`src/rtl/divider_unit.sv`:
```
// Iterative restoring divider feeding HiLo: one quotient bit per clock, {remainder, quotient} on DivAns.
// Define DIV_SIGNED_EN to add two's-complement division selected per request by sign_op.
module divider_unit #(
    parameter int WIDTH = 32
) (
    input  logic               clk,
    input  logic               reset,
    input  logic               start,
    input  logic [WIDTH-1:0]   dividend,
    input  logic [WIDTH-1:0]   divisor,
    input  logic               sign_op,
    output logic               busy,
    output logic               done,
    output logic [2*WIDTH-1:0] DivAns,
    output logic               div_by_zero,
    output logic [1:0]         stateDbg
);

    // Handshake: start is accepted only on an edge where the unit is IDLE (busy low);
    // done pulses for one cycle with DivAns/div_by_zero valid, then the unit is IDLE again.
    typedef enum logic [1:0] {
        IDLE = 2'd0,
        RUN  = 2'd1,
        DONE = 2'd2
    } stateT;

    localparam int CNT_W = (WIDTH > 1) ? $clog2(WIDTH) : 1;
    localparam logic [CNT_W-1:0] CNT_LAST = CNT_W'(WIDTH - 1);

    stateT              state;
    stateT              nextState;
    logic [WIDTH:0]     remReg;
    logic [WIDTH-1:0]   quoReg;
    logic [WIDTH-1:0]   divReg;
    logic [CNT_W-1:0]   counter;

    logic [WIDTH:0]     shifted;
    logic [WIDTH:0]     trial;
    logic [WIDTH:0]     stepRem;
    logic [WIDTH-1:0]   stepQuo;
    logic [WIDTH-1:0]   dividendIn;
    logic [WIDTH-1:0]   divisorIn;
    logic [WIDTH-1:0]   remOut;
    logic [WIDTH-1:0]   quoOut;

    always_ff @(posedge clk or posedge reset) begin
        if (reset) state <= IDLE;
        else       state <= nextState;
    end

    always_comb begin
        nextState = state;
        busy      = 1'b0;
        done      = 1'b0;
        case (state)
            IDLE: if (start) nextState = RUN;
            RUN: begin
                busy = 1'b1;
                if (counter == CNT_LAST) nextState = DONE;
            end
            DONE: begin
                busy      = 1'b1;
                done      = 1'b1;
                nextState = IDLE;
            end
            default: nextState = IDLE;
        endcase
    end

    assign stateDbg = state;

    // One restoring step: the partial remainder stays below the divisor, so WIDTH bits shift in cleanly.
    always_comb begin
        shifted = {remReg[WIDTH-1:0], quoReg[WIDTH-1]};
        trial   = shifted - {1'b0, divReg};
        if (!trial[WIDTH]) begin
            stepRem = trial;
            stepQuo = {quoReg[WIDTH-2:0], 1'b1};
        end else begin
            stepRem = shifted;
            stepQuo = {quoReg[WIDTH-2:0], 1'b0};
        end
    end

`ifdef DIV_SIGNED_EN
    logic signDividend;
    logic negQuotient;

    always_comb begin
        dividendIn = (sign_op && dividend[WIDTH-1]) ? -dividend : dividend;
        divisorIn  = (sign_op && divisor[WIDTH-1])  ? -divisor  : divisor;
        // A zero divisor must still report all-ones, so the quotient sign fix is suppressed there.
        quoOut     = (negQuotient && !div_by_zero) ? -stepQuo : stepQuo;
        remOut     = signDividend ? -stepRem[WIDTH-1:0] : stepRem[WIDTH-1:0];
    end

    always_ff @(posedge clk or posedge reset) begin
        if (reset) begin
            signDividend <= 1'b0;
            negQuotient  <= 1'b0;
        end else if (state == IDLE && start) begin
            signDividend <= sign_op & dividend[WIDTH-1];
            negQuotient  <= sign_op & (dividend[WIDTH-1] ^ divisor[WIDTH-1]);
        end
    end
`else
    logic unusedSignOp;
    assign unusedSignOp = sign_op;

    always_comb begin
        dividendIn = dividend;
        divisorIn  = divisor;
        quoOut     = stepQuo;
        remOut     = stepRem[WIDTH-1:0];
    end
`endif

    always_ff @(posedge clk or posedge reset) begin
        if (reset) begin
            remReg      <= '0;
            quoReg      <= '0;
            divReg      <= '0;
            counter     <= '0;
            DivAns      <= '0;
            div_by_zero <= 1'b0;
        end else begin
            case (state)
                IDLE: begin
                    if (start) begin
                        remReg      <= '0;
                        quoReg      <= dividendIn;
                        divReg      <= divisorIn;
                        counter     <= '0;
                        div_by_zero <= (divisor == '0);
                    end
                end
                RUN: begin
                    remReg  <= stepRem;
                    quoReg  <= stepQuo;
                    counter <= counter + 1'b1;
                    if (counter == CNT_LAST) DivAns <= {remOut, quoOut};
                end
                default: ;
            endcase
        end
    end

endmodule

```
`config.mk`:
```
export PLATFORM = sky130hd
export DESIGN_NAME = divider_unit
export DESIGN_NICKNAME = d
export VERILOG_FILES = /design/src/rtl/divider_unit.sv
export SDC_FILE = /design/constraint.sdc
export NUM_CORES = 1
export LEC_CHECK = 0
export CAP_MARGIN = 0
export CORE_MARGIN = 5
export CORE_UTILIZATION = 40
export DETAILED_ROUTE_END_ITERATION = 12
export PLACE_DENSITY = 0.58
export SETUP_SLACK_MARGIN = 0.1
export SLEW_MARGIN = 20
export SYNTH_ARGS = -nofsm -noshare
export SYNTH_HDL_FRONTEND = slang
export SYNTH_SLANG_ARGS = --single-unit
```
`constraint.sdc`:
```
create_clock -name clk -period 14.8 [get_ports clk]
set_clock_uncertainty 0.1 [all_clocks]
set_input_delay 2.22 -clock clk [delete_from_list [all_inputs] [get_ports clk]]
set_output_delay 2.22 -clock clk [all_outputs]
set_load 0.02 [all_outputs]
```
Word level (Yosys, flattened, before mapping)
Cells that the tools add are included.
{"block": "totals", "inputBits": 68, "latch_bits": 0, "output_inout_bits": 69, "romBits": 0, "ramBits": 0, "ff_bits": 168, "mem_count": 0, "wordCells": 35}
{"block": "op_classes", "mux": 13, "n_bitwise": 0, "n_eq_ne": 5, "div": 0, "order_cmp": 0, "add_sub_neg": 2, "shift": 0, "multipliers": 0, "n_reduce_logical": 8}
{"op": "case mux 32 bit (2 select lines)", "n": 2}
{"op": "2-to-1 mux 32 bit", "n": 3}
{"op": "subtractor 33 x 32 -> 33 bit", "n": 1}
{"op": "zero test 32 bit", "n": 1}
{"op": "case mux 5 bit (2 select lines)", "n": 1}
{"op": "AND reduction 2 bit", "n": 4}
{"op": "adder 5 x 1 -> 5 bit, second input constant", "n": 1}
{"op": "equality test 5 bit, second input constant", "n": 1}
{"op": "2-to-1 mux 5 bit", "n": 1}
{"op": "2-to-1 mux 2 bit", "n": 2}
{"op": "!= test 2 bit, second input constant", "n": 2}
{"op": "case mux 2 bit (2 select lines)", "n": 1}
{"op": "2-to-1 mux 1 bit", "n": 3}
{"op": "equality test 2 x 1 -> 1 bit, second input constant", "n": 1}
{"op": "equality test 2 bit, second input constant", "n": 1}
{"op": "zero test 2 bit", "n": 1}
{"op": "nonzero test 2 bit", "n": 1}
{"op": "OR reduction 2 bit", "n": 1}

Depth between registers and ports, before layout
{"block": "logic_depth", "ltp_word": 3, "ltp_mapped": 14, "ltp_nobuf": 13}

Least setup slack after synthesis
OpenSTA, ideal clock, no wires.
{"block": "synth_path", "kind": "input-to-reg", "startpoint": "input start", "endpoint": "register counter[0]", "cell_stages": 5, "t_required_ns": 14.566, "n_path_buf": 2, "setup_slack_ns": 11.421, "setup_time_ns": 0.134, "arrival_time_ns": 3.145, "cell_sequence": "nand2b_1 -> nand2_1 -> clkbuf_1 -> buf_1 -> o21ai_0"}
{"block": "synth_via", "elab_chain_cells": 2}
{"item": "start, declared", "line_no": "8", "text": "input logic start,"}
{"item": "!= test 2 bit (no source line)"}
{"item": "AND reduction 2 bit (no source line)"}
{"item": "end signal, assigned", "line_no": "140", "text": "counter <= counter + 1'b1;"}
{"item": "end, declared", "line_no": "35", "text": "logic [CNT_W-1:0] counter;"}
Every way passes these cells.
A chain may end at the register's enable or synchronous reset.

Final worst setup path
{"block": "layout_path", "startpoint": "register state[1], in the netlist stateDbg[1]", "endpoint": "output busy"}
{"block": "layout_via", "elab_chain_cells": 3, "word_cells_on_any_way": 4, "classes_between": "eq/ne (2); mux (1); reduce/logical (1)"}
{"item": "start, declared", "line_no": "30", "text": "stateT state;"}
{"item": "start signal, assigned", "line_no": "48", "text": "else state <= nextState;"}
{"item": "equality test 2 x 1 -> 1 bit or equality test 2 bit (tied branches)", "line_no": "55", "text": "case (state)"}
{"item": "OR reduction 2 bit (no source line) (*)"}
{"item": "2-to-1 mux 1 bit (*)", "line_no": "55"}
{"item": "end, declared", "line_no": "12", "text": "output logic busy,"}
Every way passes the cells marked *; elsewhere a longest branch is shown, timed or not.

==> impl_metrics.py <==
metrics = {
    "yosys": {
        "synthMuxAreaShare_pct": 12.17,
        "avgSynthCellArea_sq_um": 10.07,
        "postSynth.asyncResetShare_pct": 100.0,
        "synth_compound_area_share_pct": 15.70,
        "yosysTopAreaCellShare_pct": 48.67,
        "synth_edf_count": 0,
        "syn_inst": 858,
        "ys_types": 56,
        "synthXorXnorAreaFrac_pct": 3.317,
        "synth_nets": 964,
        "synth_warnings": 0,
        "yosysSeqAreaShare_pct": 48.67,
        "synth_fa_ha_area_share_pct": 5.591,
        "netlist_area_sq_um": 8638,
        "synth_top_cell_by_area": "dfrtp_1",
        "synthSimpleGateAreaFrac_pct": 10.52,
        "ys_top_cells_by_area": "dfrtp_1, mux2_2, ha_1",
        "ys_seq_elements": 168,
        "synth_top_family_by_area": "compound AO/OA/AOI/OAI gates",
        "yosys_most_used_dff": "dfrtp_1",
    },
    "clocking": {
        "path_clk_slew_ns": 0.07,
        "cts_buffers": 17,
        "root_buffer": "clkbuf_16",
        "post-cts-setup-buffer-count": 0,
        "cts.sinks": 168,
        "h-tree-depth": 4,
        "cts_tree": "done",
        "clockBufferDepth": 2,
        "clk_latency_ns": 0.42,
        "cts_resized": 0,
        "postCtsHoldBufs": 0,
    },
    "floorplan": {
        "core-area_sq_um": 21150,
        "initial_core_util_pct": 40.84,
        "num_rows": 53,
        "die_w_um": 157.0,
        "io_pins": 137,
        "die_h_um": 157.0,
        "die-area_sq_um": 24630,
    },
    "critical_path": {
        "crit_type": "reg -> out",
        "arrival_ns": 1.81,
        "reg2reg_depth": 12,
        "r2r_start": "quoReg[31]",
        "r2r_end": "DivAns[39]",
        "crit_path_start_kind": "flop",
        "cp_max_fo": 4,
        "end_kind": "output port",
        "cp_data_required_time_ns": 12.48,
        "ff2ff_setup_slack_ns": 11.02,
    },
    "global_route": {
        "overflow": 0,
        "grt_antenna_before_repair": 0,
        "grt_usage_pct": 17.62,
        "first_global_vias": 6595,
        "grt_pass1_wl_mm": 34.74,
        "grt_max_degree": 109,
    },
    "drt": {
        "vias_per_cell": 5.188,
        "avgRoutedWirePerCell_um": 16.74,
        "routed_wl_mm": 21.19,
        "drtIter0Drc": 251,
        "drc_errors": 0,
        "antenna_left": 0,
        "dr_total_vias": 6568,
        "dr.pass1.iters": 6,
    },
    "power": {
        "power_density_nw_per_um2": 179.9,
        "power.leakage_nw": 4.840,
        "p_total_mw": 1.958,
        "vdd_ir_drop_max_uv": 88.42,
    },
    "flow_run": {
        "drv_cap": 0,
    },
    "place": {
        "io_buffers": 135,
        "dpl_cell_area_sq_um": 10260,
        "dp_hpwl_mm": 14.94,
        "globalplace.congestion": 0.8581,
    },
    "hold_path": {
        "hold_depth": 2,
        "holdPathEnd": "DivAns[42]",
        "hold_path.class": "reg -> reg",
        "hp-start": "DivAns[42]",
    },
    "cells_and_area": {
        "finalInstanceArea_sq_um": 10880,
        "n_antenna_cell": 0,
        "syn_to_final_growth_pct": 25.96,
        "layout-drive-gt1-share_pct": 12.21,
        "final_common_cell": "dfrtp_1",
        "nNetsFinal": 1085,
        "layout_common_cells": "dfrtp_1, clkdlybuf4s50_1, nand2_1, nor2_1, o21ai_1",
        "final_core_util_pct": 51.43,
    },
    "sta": {
        "worstMarginPinSlew_ns": 1.093,
        "period_share_pct": 27.94,
        "grt_setup_unrepaired": "no",
        "hold_viol": 0,
        "final.setup.tns_ns": 0,
        "fmax_mhz": 241.9,
        "slew_headroom_pct": 26.95,
        "period_minus_slack_ns": 4.135,
        "slew_viol_final": 0,
        "setup_viol": 0,
    },
    "status": {
        "status": "finished clean",
    },
}
[cells by family after synthesis]
kind of cell,Yosys count
flip-flops,168
XOR/XNOR,31
AO/OA/AOI/OAI,221
adder cells (fa/ha/maj),38
buffers and inverters,88
multiplexers,97
AND/OR/NAND/NOR,215
[power breakdown]
part           leakage, nW  internal, mW  switching, mW
registers             2.18         0.576         0.0790
logic                 2.37         0.337          0.493
clock network        0.299         0.275          0.197
total                 4.84          1.19          0.769
[Yosys cell counts, types with 2 or more instances]
cell and n:
buf_1 4, a211oi_2 3, ha_1 37, nor2b_1 2, a22o_1 4, o21ai_1 67, xor2_1 12, nand3_1 2
a21oi_1 44, clkbuf_1 32, nand2b_1 6, inv_1 48, dfrtp_1 168, a21o_1 14, nand2_1 106, and3_1 5
xnor2_1 17, o211ai_1 6, o21bai_1 3, and2_1 2, o21a_1 3, nor2_1 66, o22ai_1 27, o211ai_2 2
nand4_1 7, buf_4 3, o21ai_0 27, mux2i_1 33, a211oi_1 3, nor4_1 9, mux2_2 64, a31oi_1 3
nor3_1 5, or3_1 2
[area by class of cell]
cell class	count	area (sq um)
fillers	1926	10270
clock inverters	13	180.2
flip-flops and latches	168	4204
repair buffers	142	1404
multi-input cells	602	4121
well taps	275	344.1
clock buffers	18	439.2
inverters	48	187.7
[per-stage QoR]
step                      worst slack (ns)  hold WS (ns)  cells
after global placement               10.37        0.3648   1235
after detailed placement             10.37        0.3742   1235
after CTS                            10.64        0.3891   1266
final                                10.67        0.3801   1266
after global routing                 10.57        0.4115   1266
after floorplan                      7.933        0.3673    858
[state kept, by name, indices dropped and copies added, names as in the netlist]
signal       cells
DivAns          64
stateDbg         2
div_by_zero      1
counter          5
remReg          32
quoReg          32
divReg          32
[critical path: stages (launching register included)]
cell and delay, ns:
dfrtp_1 0.41, inv_1 0.08, ha_1 0.27, clkdlybuf4s50_1 0.63
[metal layers]
layer	part of all wire [%]	global-route usage, %	wire length, um	vias up
met5	0	0	0	-
met3	8.1	7.011	1709	10
li1	-	-	-	3256
met2	45	27.53	9547	141
met4	0.67	2.934	143	0
met1	46	23.71	9786	3161
[worst max-delay path by stage]
stage	from	to	depth (start not counted)
finish	stateDbg[1]	busy	3
CTS	stateDbg[0]	busy	3
detailed placement	reset	divReg[18]	3
floorplan	reset	DivAns[0]	1
global placement	reset	divReg[21]	3
global route	stateDbg[0]	busy	3
Note: power is estimated with default switching activity, not from simulation.
